==> src/rtl/riscv_pkg.sv <==
// Shared constants and types for the instruction fetch front end.
// The fetch FSM encoding and next-PC select codes live here so both RTL files agree.
package riscv_pkg;

  localparam int XLEN = 32;

  localparam logic [XLEN-1:0] NOP_INSTR = 32'h0000_0013;
  localparam logic [XLEN-1:0] PC_INC    = 32'd4;

  // state      | meaning
  // FETCH_REQ  | fetch outstanding at pc
  // FETCH_KILL | stale fetch outstanding, redirect target parked in redir_pc
  // FETCH_HOLD | instruction presented to decode
  typedef enum logic [1:0] {
    FETCH_REQ  = 2'b00,
    FETCH_KILL = 2'b01,
    FETCH_HOLD = 2'b10
  } fetch_state_e;

  typedef enum logic [1:0] {
    NPC_INC   = 2'b00,
    NPC_NEW   = 2'b01,
    NPC_REDIR = 2'b10
  } npc_sel_e;

  function automatic logic [XLEN-1:0] align_pc(input logic [XLEN-1:0] addr);
    return {addr[XLEN-1:2], 2'b00};
  endfunction

endpackage

==> src/rtl/pc_next.sv <==
// Combinational next-PC select between sequential, branch and parked redirect targets.
// Every result is word aligned, so a misaligned branch target is silently truncated.
module pc_next
  import riscv_pkg::*;
(
  input  logic [XLEN-1:0] pc_plus4,
  input  logic [XLEN-1:0] newpc,
  input  logic [XLEN-1:0] redir_pc,
  input  logic [1:0]      sel,
  output logic [XLEN-1:0] pc_nxt
);

  logic [XLEN-1:0] pc_raw;

  always_comb begin
    pc_raw = pc_plus4;
    case (sel)
      NPC_INC:   pc_raw = pc_plus4;
      NPC_NEW:   pc_raw = newpc;
      NPC_REDIR: pc_raw = redir_pc;
      default:   pc_raw = pc_plus4;
    endcase
  end

  assign pc_nxt = align_pc(pc_raw);

endmodule

==> src/rtl/pc_fetch_unit.sv <==
// Instruction fetch unit: issues one word fetch at pc, presents the result to decode,
// and handles redirects that arrive before, with, or after the memory response.
module pc_fetch_unit
  import riscv_pkg::*;
#(
  parameter logic [31:0] RESET_PC = 32'h0000_0000
) (
  input  logic        clk,
  input  logic        rst_n,
  input  logic        take_branch,
  input  logic [31:0] newpc,
  output logic        imem_req,
  output logic [31:0] imem_addr,
  input  logic        imem_ack,
  input  logic [31:0] imem_rdata,
  output logic        if_valid,
  input  logic        if_ready,
  output logic [31:0] if_instr,
  output logic [31:0] if_pc,
  output logic [31:0] pc
);

  fetch_state_e    state_q, state_d;
  logic [XLEN-1:0] pc_q, pc_d;
  logic [XLEN-1:0] redir_pc_q, redir_pc_d;
  logic [XLEN-1:0] if_instr_q, if_instr_d;
  logic [XLEN-1:0] if_pc_q, if_pc_d;
  logic [XLEN-1:0] pc_plus4;
  logic [XLEN-1:0] pc_sel;
  logic [1:0]      npc_sel;
  logic            pc_load;

  assign pc_plus4 = pc_q + PC_INC;

  pc_next u_pc_next (
    .pc_plus4 (pc_plus4),
    .newpc    (newpc),
    .redir_pc (redir_pc_q),
    .sel      (npc_sel),
    .pc_nxt   (pc_sel)
  );

  always_comb begin
    state_d    = state_q;
    redir_pc_d = redir_pc_q;
    if_instr_d = if_instr_q;
    if_pc_d    = if_pc_q;
    npc_sel    = NPC_INC;
    pc_load    = 1'b0;

    case (state_q)
      FETCH_REQ: begin
        if (imem_ack) begin
          pc_load = 1'b1;
          if (take_branch) begin
            npc_sel = NPC_NEW;
          end else begin
            npc_sel    = NPC_INC;
            if_instr_d = imem_rdata;
            if_pc_d    = pc_q;
            state_d    = FETCH_HOLD;
          end
        end else if (take_branch) begin
          // pc must not move while the request is open, so park the target
          redir_pc_d = align_pc(newpc);
          state_d    = FETCH_KILL;
        end
      end

      FETCH_KILL: begin
        if (take_branch) begin
          redir_pc_d = align_pc(newpc);
        end
        if (imem_ack) begin
          pc_load = 1'b1;
          npc_sel = take_branch ? NPC_NEW : NPC_REDIR;
          state_d = FETCH_REQ;
        end
      end

      FETCH_HOLD: begin
        if (take_branch) begin
          pc_load = 1'b1;
          npc_sel = NPC_NEW;
          state_d = FETCH_REQ;
        end else if (if_ready) begin
          state_d = FETCH_REQ;
        end
      end

      default: begin
        state_d = FETCH_REQ;
      end
    endcase

    pc_d = pc_load ? pc_sel : pc_q;
  end

  always_ff @(posedge clk or negedge rst_n) begin
    if (!rst_n) begin
      state_q    <= FETCH_REQ;
      pc_q       <= align_pc(RESET_PC);
      redir_pc_q <= '0;
      if_instr_q <= NOP_INSTR;
      if_pc_q    <= '0;
    end else begin
      state_q    <= state_d;
      pc_q       <= pc_d;
      redir_pc_q <= redir_pc_d;
      if_instr_q <= if_instr_d;
      if_pc_q    <= if_pc_d;
    end
  end

  // gated by rst_n so the request is quiet during reset yet rises as soon as reset lifts
  assign imem_req  = rst_n & (state_q != FETCH_HOLD);
  assign imem_addr = pc_q;
  assign if_valid  = (state_q == FETCH_HOLD);
  assign if_instr  = if_instr_q;
  assign if_pc     = if_pc_q;
  assign pc        = pc_q;

endmodule
==> config.mk <==
export PLATFORM = sky130hd
export DESIGN_NAME = pc_fetch_unit
export DESIGN_NICKNAME = d
export VERILOG_FILES = /design/src/rtl/riscv_pkg.sv /design/src/rtl/pc_next.sv /design/src/rtl/pc_fetch_unit.sv
export SDC_FILE = /design/constraint.sdc
export NUM_CORES = 1
export LEC_CHECK = 0
export CORE_MARGIN = 2
export CORE_UTILIZATION = 50
export DETAILED_ROUTE_END_ITERATION = 6
export HOLD_SLACK_MARGIN = 0.06
export PLACE_DENSITY_LB_ADDON = 0.15
export SKIP_CTS_REPAIR_TIMING = 1
export SLEW_MARGIN = 10
export SYNTH_ARGS = -nofsm -noshare
export SYNTH_HDL_FRONTEND = slang
export SYNTH_HIERARCHICAL = 1
export SYNTH_SLANG_ARGS = --single-unit
==> constraint.sdc <==
create_clock -name clk -period 3.46 [get_ports clk]
set_input_delay 1.038 -clock clk [delete_from_list [all_inputs] [get_ports clk]]
set_output_delay 1.038 -clock clk [all_outputs]
set_load 0.01 [all_outputs]
# ---- After elaboration in Yosys (flattened, before gate mapping)
# Index checks and enable logic that the tools add are counted.
dict set report totals {
  ff_bits 126
  latch_bits 0
  mem_bits_rw 0
  romBits 0
  wordCells 43
  mem_count 0
}
dict set report op_classes {
  addsub 1
  multipliers 0
  div 0
  n_lt_le_gt_ge 0
  n_eq_ne 10
  shifts 0
  muxes 19
  n_bitwise 2
  n_reduce_logical 6
}
# cell count
set op_table {}
lappend op_table {{32-bit one-hot mux with 2 select lines} 2}
lappend op_table {{32-bit two-way mux} 2}
lappend op_table {{32-bit by 3-bit adder with 32-bit output, second input constant} 1}
lappend op_table {{2-bit two-way mux} 8}
lappend op_table {{2-bit one-hot mux with 3 select lines} 2}
lappend op_table {{2-bit inequality test, second input constant} 3}
lappend op_table {{3-bit inequality test, second input constant} 2}
lappend op_table {{2-bit by 1-bit == test with 1-bit output, second input constant} 2}
lappend op_table {{2-bit == test, second input constant} 2}
lappend op_table {{1-bit two-way mux} 4}
lappend op_table {{4-bit AND reduction} 1}
lappend op_table {{3-bit by 2-bit inequality test with 1-bit output, second input constant} 1}
lappend op_table {{3-bit AND reduction} 1}
lappend op_table {{2-bit logical NOT} 1}
lappend op_table {{1-bit one-hot mux with 2 select lines} 1}
lappend op_table {{2-bit AND reduction} 1}
lappend op_table {{2-bit nonzero test} 1}
lappend op_table {{2-bit OR reduction} 1}
lappend op_table {{1-bit bitwise AND} 1}
lappend op_table {{1-bit inverter} 1}

# ---- Logic depth before layout (Yosys ltp)
dict set report depth {
  depth_word 5
  ltp_mapped 10
  depth_no_buf 8
}

# ---- Modules after synthesis
# Netlist, hierarchy kept.
# mod n_inst cells_per_inst area_per_inst_um2 seq_area_each_um2
set by_module_without_submodules {}
lappend by_module_without_submodules {pc_fetch_unit 1 395 5592.9 3206.8}
lappend by_module_without_submodules {pc_next 1 110 630.6 0.0}

# ---- Worst setup path before layout
# Ideal clock, no wire load.
dict set report synth_timing {
  kind {input-to-reg}
  startpoint {input imem_ack}
  endpoint {register pc_q[20] (netlist: imem_addr[20])}
  arrival_time_ps 2333
  t_required_ps 3335
  slack_ps 1002
  cell_stages 9
  n_path_buf 2
  path_cell_list {nor2_1 a211oi_1 inv_1 ha_1 clkbuf_2 buf_2 nand2_1 o21ai_1 mux2_2}
}
dict set report synth_between {
  elab_chain_len 4
}
# item line_no
set synth_lines {}
lappend synth_lines {{start: declaration} pc_fetch_unit.sv:14} ;# input logic imem_ack,
lappend synth_lines {{2-bit two-way mux or 1-bit two-way mux (tied branches)} {pc_fetch_unit.sv:74, pc_fetch_unit.sv:53}}
lappend synth_lines {{2-bit one-hot mux with 3 select lines (*)} pc_fetch_unit.sv:51} ;# case (state_q)
lappend synth_lines {{via npc_sel[0]} pc_fetch_unit.sv:30} ;# logic [1:0] npc_sel;
lappend synth_lines {{2-bit == test or 2-bit by 1-bit == test with 1-bit output (tied branches)} pc_next.sv:17} ;# case (sel)
lappend synth_lines {{32-bit one-hot mux with 2 select lines (*)} pc_next.sv:17}
lappend synth_lines {{via pc_sel[20]} pc_fetch_unit.sv:29} ;# logic [XLEN-1:0] pc_sel;
lappend synth_lines {{end signal: assignment} pc_fetch_unit.sv:102} ;# pc_q <= align_pc(RESET_PC);
lappend synth_lines {{end signal: assignment} pc_fetch_unit.sv:108} ;# pc_q <= pc_d;
lappend synth_lines {{end: declaration} pc_fetch_unit.sv:24} ;# logic [XLEN-1:0] pc_q, pc_d;
# Mark *: on every way through the listed nets, which the timed path passes. The rest lies on a longest branch.
# A chain may end at the register's enable or synchronous reset.

# ---- Final worst setup path
dict set report layout_timing {
  startpoint {input imem_ack}
  endpoint {register pc_q[15] (netlist: imem_addr[15])}
}
# The elaborated chain is that of the path after synthesis.

==> results.md <==
- Crit-path max FO: 30
- P per Cell Area: 706 nW/µm²
- I/O Pins: 199
- Initial antenna violation count: 1
- Nets: 741
- Clk slew on worst S/H paths: 50 ps
- Largest net degree at the start of global routing: 66
- FMAX: 0.345 GHz
- Worst skew pair latency: 420 ps
- RSZ-0062 raised after global routing: no
- Mapped Area: 6220 µm²
- Non-Filler Instances: 850
- DR iter-0 viols: 242
- Max incr delay on CP: 570 ps
- Root Driver: clkbuf_16
- Setup TNS: 0 ps
- Drt pass-1 iters: 4
- CP delay by family, top: compound AO/OA/AOI/OAI gates
- Worst path cell trace: clkdlybuf4s50_1, nor2_1, a211oi_1, inv_1, ha_2, a22oi_1, o21ai_1, mux2_2
- Sink Count: 128
- Global placer's final weighted congestion: 0.791
- Filler cells: 873
- Tcrit/Tclk final: 83.9%
- Critical Path Sink Type: flop
- H-tree levels: 4
- Slowest cell on the critical path: clkdlybuf4s50_1
- CTS tree: built
- DP Cell Count: 818
- Antenna fix cells: 0
- Die height: 116 µm
- Number of port buffers: 196
- Final core utilization: 72.4%
- Fraction of layout cells with a size suffix above 1: 24.6%
- Worst Path Required: 3760 ps
- Final WL: 14.8 mm
- Antenna-violating nets left: 0
- Rows: 40
- Hold Fails Final Rpt: 0
- Crit path DAT: 3200 ps
- Register Area: 3210 µm²
- Tightest Pin Transition: 939 ps
- Die width: 116 µm
- Cells after Synth: 504
- Dpl hpwl: 10.2 mm
- Final count of negative-setup-slack endpoints: 0
- Area grow syn2layout: 40.5%
- Starting Density: 51.6%
- Maximum VDD drop: 0.444 mV
- Syn Area/Cell: 12.3 µm²
- Via-to-Cell Ratio: 5.34
- WHS: 483 ps
- Max_cap viols: 0
- Number of global-route vias before repair: 4723
- CTS Buffer Depth: 2
- WS Path Type: in -> reg
- Area of the multi-input gates: 2560 µm²
- Final Skew: 5.30 ps
- P_leak: 0.00363 µW
- Crit path time final: 2900 ps
- Min-Delay Path Class: reg -> reg
- Slew HR: 37.1%
- Die area: 13300 µm²
- Status: complete, no violations
- CP Launch Type: input port
- Final Slew Violations: 0
- Worst path bufs/invs: 2
- GRT overflow: 0
- GR Util All Layers: 23.3%
- Synth Warn #: 6
- DRC: 0
- Vias: 4543
- Num CTS Buffers: 17
- Core area: 12100 µm²
- First-pass GRT wire length: 23.9 mm
- WL per Instance: 17.5 µm
[per-stage QoR]
stage	instance area, µm²	total power [µW]	setup slack [ps]
3_3_place_gp	8110	4230	223
5_1_grt	8740	6470	388
6_report	8740	6170	557
2_1_floorplan	6220	3250	1000
4_1_cts	8740	6220	544
3_5_place_dp	8110	4320	186
[final cells by class]
type	count	area share, %
Tap cell	168	2.41
Clock inverter	4	1.09
Multi-Input combinational cell	307	29.4
Timing Repair Buffer	210	24.1
Sequential cell	128	36.7
Clock buffer	28	6.14
Inverter	5	0.215
[state kept, by name, indices dropped and copies added, names as in the netlist]
signal,count
if_instr,32
imem_addr,32
state_q,2
if_pc,32
redir_pc_q,30
[routing by layer]
| metal | global-route usage [%] | up-vias | wire length, µm |
|---|---|---|---|
| li1 | - | 2086 | - |
| met1 | 27.9 | 2255 | 6000 |
| met2 | 39.0 | 176 | 7450 |
| met3 | 8.16 | 24 | 1140 |
| met4 | 8.19 | 2 | 230 |
| met5 | 0 | - | 11 |
[power breakdown]
part	internal, µW	switching (µW)	total (µW)
combinational	1260	724	1980
clock	1270	623	1890
sequential	1910	382	2290
[worst paths after layout]
kind                       cells after the start          from             end  slack (ps)
max                                            8      imem_ack   imem_addr[15]         560
min                                            1     if_pc[12]       if_pc[12]         480
max reg2reg                                    8  imem_addr[2]   imem_addr[30]        1000
min reg2reg                                    1     if_pc[12]       if_pc[12]         480
max in group asynchronous                      3         rst_n  redir_pc_q[16]        1260
min in group asynchronous                      2         rst_n   imem_addr[15]         840
[placed cells by master (no fill, tap or decap), types with 2 or more instances in the layout]
master / n
a22oi_1: 30
and3_1: 7
and4_1: 4
buf_12: 3
buf_4: 11
bufinv_16: 3
clkbuf_1: 4
clkbuf_16: 17
clkbuf_8: 7
clkdlybuf4s50_1: 195
conb_1: 2
dfrtp_1: 125
dfstp_2: 3
ha_1: 2
inv_1: 5
mux2_1: 7
mux2_2: 118
nand2_1: 39
nand3_1: 10
nand4_1: 11
nand4b_1: 2
nor2_1: 3
nor2b_1: 2
nor3_1: 2
o21ai_1: 30
xnor2_1: 23
xor2_1: 5
No activity file was read; power rests on OpenSTA's default activity.
